<file path="src/rtl/scroll_pkg.sv">
// Shared definitions for the scrolling display shift register: mode encodings,
// the per-cell next-state select, and a constant clog2 helper.
package scroll_pkg;

   localparam logic [1:0] MODE_LOAD = 2'b00;
   localparam logic [1:0] MODE_SHR  = 2'b01;
   localparam logic [1:0] MODE_SHL  = 2'b10;
   localparam logic [1:0] MODE_HOLD = 2'b11;

   typedef enum logic [1:0] {
      SEL_PAR  = 2'b00,
      SEL_HI   = 2'b01,
      SEL_LO   = 2'b10,
      SEL_SELF = 2'b11
   } cell_sel_e;

   function automatic int clog2(input int value);
      int res;
      res = 0;
      for (int i = 0; i < 31; i++) begin
         if ((1 << i) < value) res = i + 1;
      end
      return res;
   endfunction

endpackage

</file>
<file path="src/rtl/shift_cell.sv">
// One storage bit of the scroll register with a 4:1 next-state select
// (parallel data, higher neighbour, lower neighbour, hold).
module shift_cell
   import scroll_pkg::*;
(
   input  logic      clk_i,
   input  logic      rst_ni,
   input  cell_sel_e sel_i,
   input  logic      par_i,
   input  logic      hi_i,
   input  logic      lo_i,
   output logic      q_o
);

   logic q_d;
   logic q_q;

   always_comb begin
      q_d = q_q;
      unique case (sel_i)
         SEL_PAR:  q_d = par_i;
         SEL_HI:   q_d = hi_i;
         SEL_LO:   q_d = lo_i;
         SEL_SELF: q_d = q_q;
         default:  q_d = q_q;
      endcase
   end

   always_ff @(posedge clk_i or negedge rst_ni) begin
      if (!rst_ni) q_q <= 1'b0;
      else         q_q <= q_d;
   end

   assign q_o = q_q;

endmodule

</file>
<file path="src/rtl/scroll_shift_reg.sv">
// Multi-row universal shift register for the display panel with rotate/serial
// fill, scroll position tracking and a built-in scroll-rate prescaler.
module scroll_shift_reg
   import scroll_pkg::*;
#(
   parameter int WIDTH     = 8,
   parameter int ROWS      = 7,
   parameter int DIV_WIDTH = 16
)
(
   input  logic                      clk,
   input  logic                      rst_n,
   input  logic [1:0]                mode,
   input  logic                      rotate,
   input  logic                      auto_en,
   input  logic                      step,
   input  logic [DIV_WIDTH-1:0]      div_val,
   input  logic [ROWS-1:0]           ser_in_r,
   input  logic [ROWS-1:0]           ser_in_l,
   input  logic [ROWS*WIDTH-1:0]     par_in,
   output logic [ROWS*WIDTH-1:0]     q,
   output logic [clog2(WIDTH)-1:0]   pos,
   output logic                      tick,
   output logic                      wrap
);

   localparam int             PW      = clog2(WIDTH);
   localparam logic [PW-1:0]  POS_MAX = PW'(WIDTH - 1);

   logic [ROWS*WIDTH-1:0] q_q;
   logic [PW-1:0]         pos_q, pos_d;
   logic [DIV_WIDTH-1:0]  cnt_q, cnt_d;
   logic                  tick_q, tick_d;
   logic                  wrap_q, wrap_d;
   logic                  load, shr, shl, advance, run;
   cell_sel_e             sel;

   assign load    = (mode == MODE_LOAD);
   assign shr     = (mode == MODE_SHR);
   assign shl     = (mode == MODE_SHL);
   // The registered tick paces auto scrolling, so a shift lands one edge after tick.
   assign advance = auto_en ? tick_q : step;
   assign run     = auto_en && (shr || shl);

   always_comb begin
      sel = SEL_SELF;
      if (load)                 sel = SEL_PAR;
      else if (advance && shr)  sel = SEL_HI;
      else if (advance && shl)  sel = SEL_LO;
   end

   for (genvar r = 0; r < ROWS; r++) begin : g_row
      for (genvar c = 0; c < WIDTH; c++) begin : g_col
         logic hi;
         logic lo;
         if (c == WIDTH - 1) begin : g_msb
            assign hi = rotate ? q_q[r*WIDTH] : ser_in_r[r];
         end else begin : g_hi
            assign hi = q_q[r*WIDTH + c + 1];
         end
         if (c == 0) begin : g_lsb
            assign lo = rotate ? q_q[r*WIDTH + WIDTH - 1] : ser_in_l[r];
         end else begin : g_lo
            assign lo = q_q[r*WIDTH + c - 1];
         end
         shift_cell u_cell (
            .clk_i  (clk),
            .rst_ni (rst_n),
            .sel_i  (sel),
            .par_i  (par_in[r*WIDTH + c]),
            .hi_i   (hi),
            .lo_i   (lo),
            .q_o    (q_q[r*WIDTH + c])
         );
      end
   end

   // A >= compare lets a lowered div_val take effect on the very next edge.
   always_comb begin
      cnt_d  = '0;
      tick_d = 1'b0;
      if (run) begin
         if (cnt_q >= div_val) tick_d = 1'b1;
         else                  cnt_d  = cnt_q + 1'b1;
      end

      pos_d  = pos_q;
      wrap_d = 1'b0;
      if (load) begin
         pos_d = '0;
      end else if (advance && shr) begin
         wrap_d = (pos_q == POS_MAX);
         pos_d  = wrap_d ? '0 : pos_q + 1'b1;
      end else if (advance && shl) begin
         wrap_d = (pos_q == '0);
         pos_d  = wrap_d ? POS_MAX : pos_q - 1'b1;
      end
   end

   always_ff @(posedge clk or negedge rst_n) begin
      if (!rst_n) begin
         cnt_q  <= '0;
         tick_q <= 1'b0;
         pos_q  <= '0;
         wrap_q <= 1'b0;
      end else begin
         cnt_q  <= cnt_d;
         tick_q <= tick_d;
         pos_q  <= pos_d;
         wrap_q <= wrap_d;
      end
   end

   assign q    = q_q;
   assign pos  = pos_q;
   assign tick = tick_q;
   assign wrap = wrap_q;

endmodule
</file>
<file path="config.mk">
export PLATFORM = sky130hd
export DESIGN_NAME = scroll_shift_reg
export DESIGN_NICKNAME = d
export VERILOG_FILES = /design/src/rtl/scroll_pkg.sv /design/src/rtl/shift_cell.sv /design/src/rtl/scroll_shift_reg.sv
export SDC_FILE = /design/constraint.sdc
export NUM_CORES = 1
export LEC_CHECK = 0
export CAP_MARGIN = 20
export CORE_UTILIZATION = 52
export CTS_CLUSTER_SIZE = 10
export DETAILED_ROUTE_END_ITERATION = 7
export PLACE_DENSITY = 0.92
export REMOVE_ABC_BUFFERS = 1
export SLEW_MARGIN = 10
export SYNTH_ARGS = -nofsm -noshare
export SYNTH_HDL_FRONTEND = slang
export SYNTH_SLANG_ARGS = --single-unit
export TNS_END_PERCENT = 1
</file>
<file path="constraint.sdc">
create_clock -name clk -period 4.6 [get_ports clk]
set_input_delay 0.46 -clock clk [delete_from_list [all_inputs] [get_ports clk]]
set_output_delay 0.46 -clock clk [all_outputs]
set_load 0.01 [all_outputs]
</file>
# Word-level counts from Yosys, hierarchy flattened
# Cells that the tools add are included.
[op_classes]
add_sub_neg = 3
magnitude_cmp = 1
eq_ne = 6
muxes = 86
reduce_logical = 8
[ops]
columns = ["cell", "n"]
rows = [
  ["1-bit case mux with 3 select lines", 56],
  ["16-bit 2-to-1 mux", 2],
  ["1-bit 2-to-1 mux", 21],
  ["16-bit by 1-bit adder with 16-bit output, second input constant", 1],
  ["16-bit >= comparator", 1],
  ["3-bit 2-to-1 mux", 5],
  ["2-bit == test, second input constant", 3],
  ["2-bit by 1-bit == test with 1-bit output, second input constant", 2],
  ["2-bit zero test", 2],
  ["2-bit 2-to-1 mux", 2],
  ["3-bit by 1-bit adder with 3-bit output, second input constant", 1],
  ["3-bit == test, second input constant", 1],
  ["1-bit logical AND", 3],
  ["3-bit zero test", 1],
  ["3-bit nonzero test", 1],
  ["3-bit by 1-bit subtractor with 3-bit output, second input constant", 1],
  ["1-bit logical OR", 1],
]
[totals]
ff_bits = 77
inputBits = 93
out_inout_bits = 61
wordCells = 164

# Depth between registers and ports, before layout
[depth]
ltp_word = 7
ltp_mapped = 12
ltp_nobuf = 10

# By module
# From an unflattened synthesis, not the netlist that was laid out.
[unflattened]
hier_cells = 863
area_unflattened_um2 = 8500.7
[by_module_without_submodules]
columns = ["module", "n_inst", "cells_each", "area_per_inst_um2", "seq_area_each_um2"]
rows = [
  ["shift_cell", 56, 11, 112.6, 25.0],
  ["scroll_shift_reg", 1, 247, 2194.6, 525.5],
]

# Least setup slack after synthesis
# No wires, ideal clock.
[synth_path]
kind = "input -> register"
from = "in mode[0]"
to = "reg g_row[3].g_col[2].u_cell.q_q"
setup_time_ns = 0.083
arrival_time_ns = 2.177
required_ns = 4.517
path_slack_ns = 2.340
path_stages = 11
path_buffers = 2
path_cell_list = "inv_1 -> ha_1 -> nor2b_1 -> a21oi_1 -> ha_1 -> clkbuf_1 -> buf_1 -> a22oi_1 -> nor2_1 -> a21oi_1 -> o21ai_0"
[synth_between]
elab_chain_len = 7
word_cells_on_any_way = 13
classes_between = "eq/ne: 5; mux: 4; reduce/logical: 4"
[synth_lines]
columns = ["item", "line_no", "text"]
rows = [
  ["from (decl)", "scroll_shift_reg.sv:13", "input logic [1:0] mode,"],
  ["2-bit == test", "scroll_shift_reg.sv:40", "assign shl = (mode == MODE_SHL);"],
  ["1-bit logical AND", "scroll_shift_reg.sv:49", "else if (advance && shl) sel = SEL_LO;"],
  ["1-bit 2-to-1 mux", "scroll_shift_reg.sv:49", ""],
  ["2-bit 2-to-1 mux", "scroll_shift_reg.sv:48", "else if (advance && shr) sel = SEL_HI;"],
  ["2-bit 2-to-1 mux (*)", "scroll_shift_reg.sv:47", "if (load) sel = SEL_PAR;"],
  ["2-bit == test (tied with other cells)", "shift_cell.sv:20", "unique case (sel_i)"],
  ["1-bit case mux with 3 select lines", "shift_cell.sv:20", ""],
  ["to (signal assigned)", "shift_cell.sv:31", "else q_q <= q_d;"],
  ["to (decl)", "shift_cell.sv:16", "logic q_q;"],
]
# Every way passes the cells marked *; elsewhere a longest branch is shown, timed or not.
# A chain may end at the register's enable or synchronous reset.

# Worst setup path after layout
[layout_path]
from = "in auto_en"
to = "reg g_row[5].g_col[4].u_cell.q_q"
[layout_between]
elab_chain_len = 7
word_cells_on_any_way = 11
classes_between = "eq/ne: 3; mux: 5; reduce/logical: 3"
[layout_lines]
columns = ["item", "line_no", "text"]
rows = [
  ["from (decl)", "scroll_shift_reg.sv:15", "input logic auto_en,"],
  ["1-bit 2-to-1 mux (*)", "scroll_shift_reg.sv:42", "assign advance = auto_en ? tick_q : step;"],
  ["1-bit logical AND", "scroll_shift_reg.sv:49", ""],
  ["1-bit 2-to-1 mux", "scroll_shift_reg.sv:49", ""],
  ["2-bit 2-to-1 mux (*)", "scroll_shift_reg.sv:48", ""],
  ["2-bit 2-to-1 mux (*)", "scroll_shift_reg.sv:47", ""],
  ["2-bit == test (tied with other cells)", "shift_cell.sv:20", ""],
  ["1-bit case mux with 3 select lines", "shift_cell.sv:20", ""],
  ["to (signal assigned)", "shift_cell.sv:31", ""],
  ["to (decl)", "shift_cell.sv:16", ""],
]
# Marks and branches as above.

==> flow_summary.ini <==
[run_status]
status = finished clean

[setup_path]
end_kind = flop
start_kind = input port
arrival_ns = 3.39
worstPathRequired_ns = 4.85
critical_path_class = input port to flop
cp_max_fo = 56

[final_layout]
fin_nets = 800
antenna_cells = 0
seqCellArea_um2 = 1930
fin_util_pct = 67.2
design_area_um2 = 6570
final_common_cell = clkdlybuf4s50_1
final_cell_mix = clkdlybuf4s50_1 (152), dfrtp_1 (77), nand2_1 (66), a21oi_1 (49), nor2_1 (47)
drive_gt1_share_pct = 6.15
multi_input_area_um2 = 2660
area_growth_pct = 25.6
fillCellCount = 792

[timing]
drv_slew = 0
fin_crit_sh_pct = 68.3
fin_tns_setup_ns = 0
finalCriticalPeriod_ns = 3.14
skew_ns = 0.0102
max_slew_margin_pct = 27.0
rsz0062_at_grt = no
hold_ws_ns = 0.0630
worstMarginPinSlew_ns = 1.10
setup_viol = 0
max_freq_mhz = 318
final_hold_viol_count = 0

[global_route]
grt_pass1_wl_um = 21300
antenna_found_initial = 0
grt_start_max_net_pins = 113
grt_pass1_vias = 4561
grt_usage_pct = 25.5
overflow = 0

[die]
initial_utilization_pct = 53.5
die-area_um2 = 10500
num_rows = 36
core-area_um2 = 9770
die_h_um = 102
die_w_um = 102
boundaryPins = 154

[power_and_ir_drop]
irDropWorstVdd_mv = 0.172
p_leak_nw = 2.70
total_power_w = 0.00206
powerDensity_nw_per_um2 = 314

[clock_tree]
cts_setup_buffers = 0
clockBufferDepth = 2
clk-insertion-delay-late_ns = 0.34
cts_inserted_buffers = 9
htree_levels = 3
path_clk_slew_ns = 0.09
cts_tree = yes
cts_num_sinks = 77
cts_root_buf = clkbuf_8
hold_buffers = 0
cts_resized = 0

[place]
place_area_um2 = 6380
portBuffers = 153
gp_congestion = 0.828
hpwl_um = 9230

[logic_synthesis]
synthFlopType = dfrtp_1
yosysSeqAreaShare_pct = 36.9
ys_async_sr_fraction_pct = 100
syn_avg_cell_area_um2 = 8.55
syn_inst = 611
synth_area_um2 = 5230
yosys_warnings = 0
ys_types = 46
ys_seq_elements = 77
synth_edf_count = 0

[drt]
postRouteAntennaNets = 0
drt_pass1_iterations = 5
drc = 0
drt-wirelength-per-cell_um = 16.3
m1WireLength_um = 5330
wl_um = 13300
via_count = 4774
dr_wl_met3_um = 690
viasPerCell = 5.85
top_layer = met4
wl_met2_um = 6840
first_iter_violations = 212

[hold_path]
hold_class = input port to async pin

[flow_run]
max_cap_violations = 0
worst paths after layout:
| check | from | to | slack, ns | cells past startpoint |
|---|---|---|---|---|
| hold / removal | rst_n | g_row[3].g_col[1].u_cell.q_o | 0.06 | 1 |
| hold reg to reg | cnt_q[0] | cnt_q[0] | 0.54 | 1 |
| max in group asynchronous | rst_n | g_row[5].g_col[1].u_cell.q_o | 3.92 | 2 |
| min in group clk | cnt_q[0] | cnt_q[0] | 0.54 | 1 |
| setup reg to reg | tick | g_row[5].g_col[4].u_cell.q_o | 1.85 | 9 |
| setup / recovery | auto_en | g_row[5].g_col[4].u_cell.q_o | 1.46 | 10 |
through the flow:
stage / std cells / setup slack [ns]
after CTS: 815 / 1.50
after global routing: 816 / 1.24
after detailed placement: 801 / 1.13
after floorplan: 514 / 1.22
after global placement: 801 / 1.31
final: 816 / 1.46
final cells by class:
type	count	share of cell area [%]
clock buffers	9	1.89
clock inverters	5	0.457
inverters	28	1.60
multi-input cells	409	40.5
flip-flops and latches	77	29.3
well taps	133	2.53
repair buffers	155	23.7
power by group:
group	internal [W]	total, W	switching, W
Clock	0.000187	0.000436	0.000249
Sequential	0.000780	0.000904	0.000123
Combinational	0.000385	0.000719	0.000334
cells by family (layout without fill, tap and decap cells):
family | Yosys count | count (layout) | synth area share [%]
simple gates | 171 | 171 | 15.5
fa+ha+maj | 27 | 27 | 6.46
compound gates | 182 | 182 | 22.5
buf+inv | 125 | 197 | 13.0
xor+xnor | 12 | 12 | 2.01
mux | 17 | 17 | 3.62
flops | 77 | 77 | 36.9
sequential cells by signal, indices dropped and copies added, names as in the netlist:
signal / cells
tick: 1
wrap: 1
pos: 3
g_row.g_col.u_cell.q_o: 56
cnt_q: 16
cell usage after synthesis (all sizes together) (2+ instances only):
| library cell | count | area (µm²) |
|---|---|---|
| a2111oi | 2 | 30.0 |
| a21o | 2 | 15.0 |
| a21oi | 49 | 245 |
| a221oi | 15 | 131 |
| a22oi | 42 | 315 |
| and3 | 4 | 26.3 |
| and4 | 4 | 37.5 |
| buf | 61 | 440 |
| clkbuf | 36 | 135 |
| dfrtp | 77 | 1930 |
| ha | 27 | 338 |
| inv | 28 | 105 |
| mux2 | 15 | 169 |
| mux2i | 2 | 20.0 |
| nand2 | 66 | 248 |
| nand3 | 6 | 30.0 |
| nand4 | 5 | 46.3 |
| nor2 | 47 | 176 |
| nor2b | 16 | 100 |
| nor3 | 3 | 15.0 |
| nor4 | 15 | 93.8 |
| o21ai | 46 | 230 |
| o31ai | 15 | 113 |
| xnor2 | 7 | 61.3 |
| xor2 | 5 | 43.8 |
worst max-delay path, cell delays in order:
cell and delay, ns:
clkdlybuf4s50_1 0.57, mux2_2 0.39, nand2_1 0.15, nand2b_1 0.13, inv_1 0.14, ha_2 0.92
a22oi_1 0.15, nor2_1 0.16, a21oi_1 0.06, o21ai_0 0.23
per-layer routing:
layer,track usage (%),vias up
li1,-,2252
met1,32.6,2288
met2,42.8,192
met3,3.08,42
met4,12.3,0
met5,0,-
Note: power is estimated with default switching activity, not from simulation.
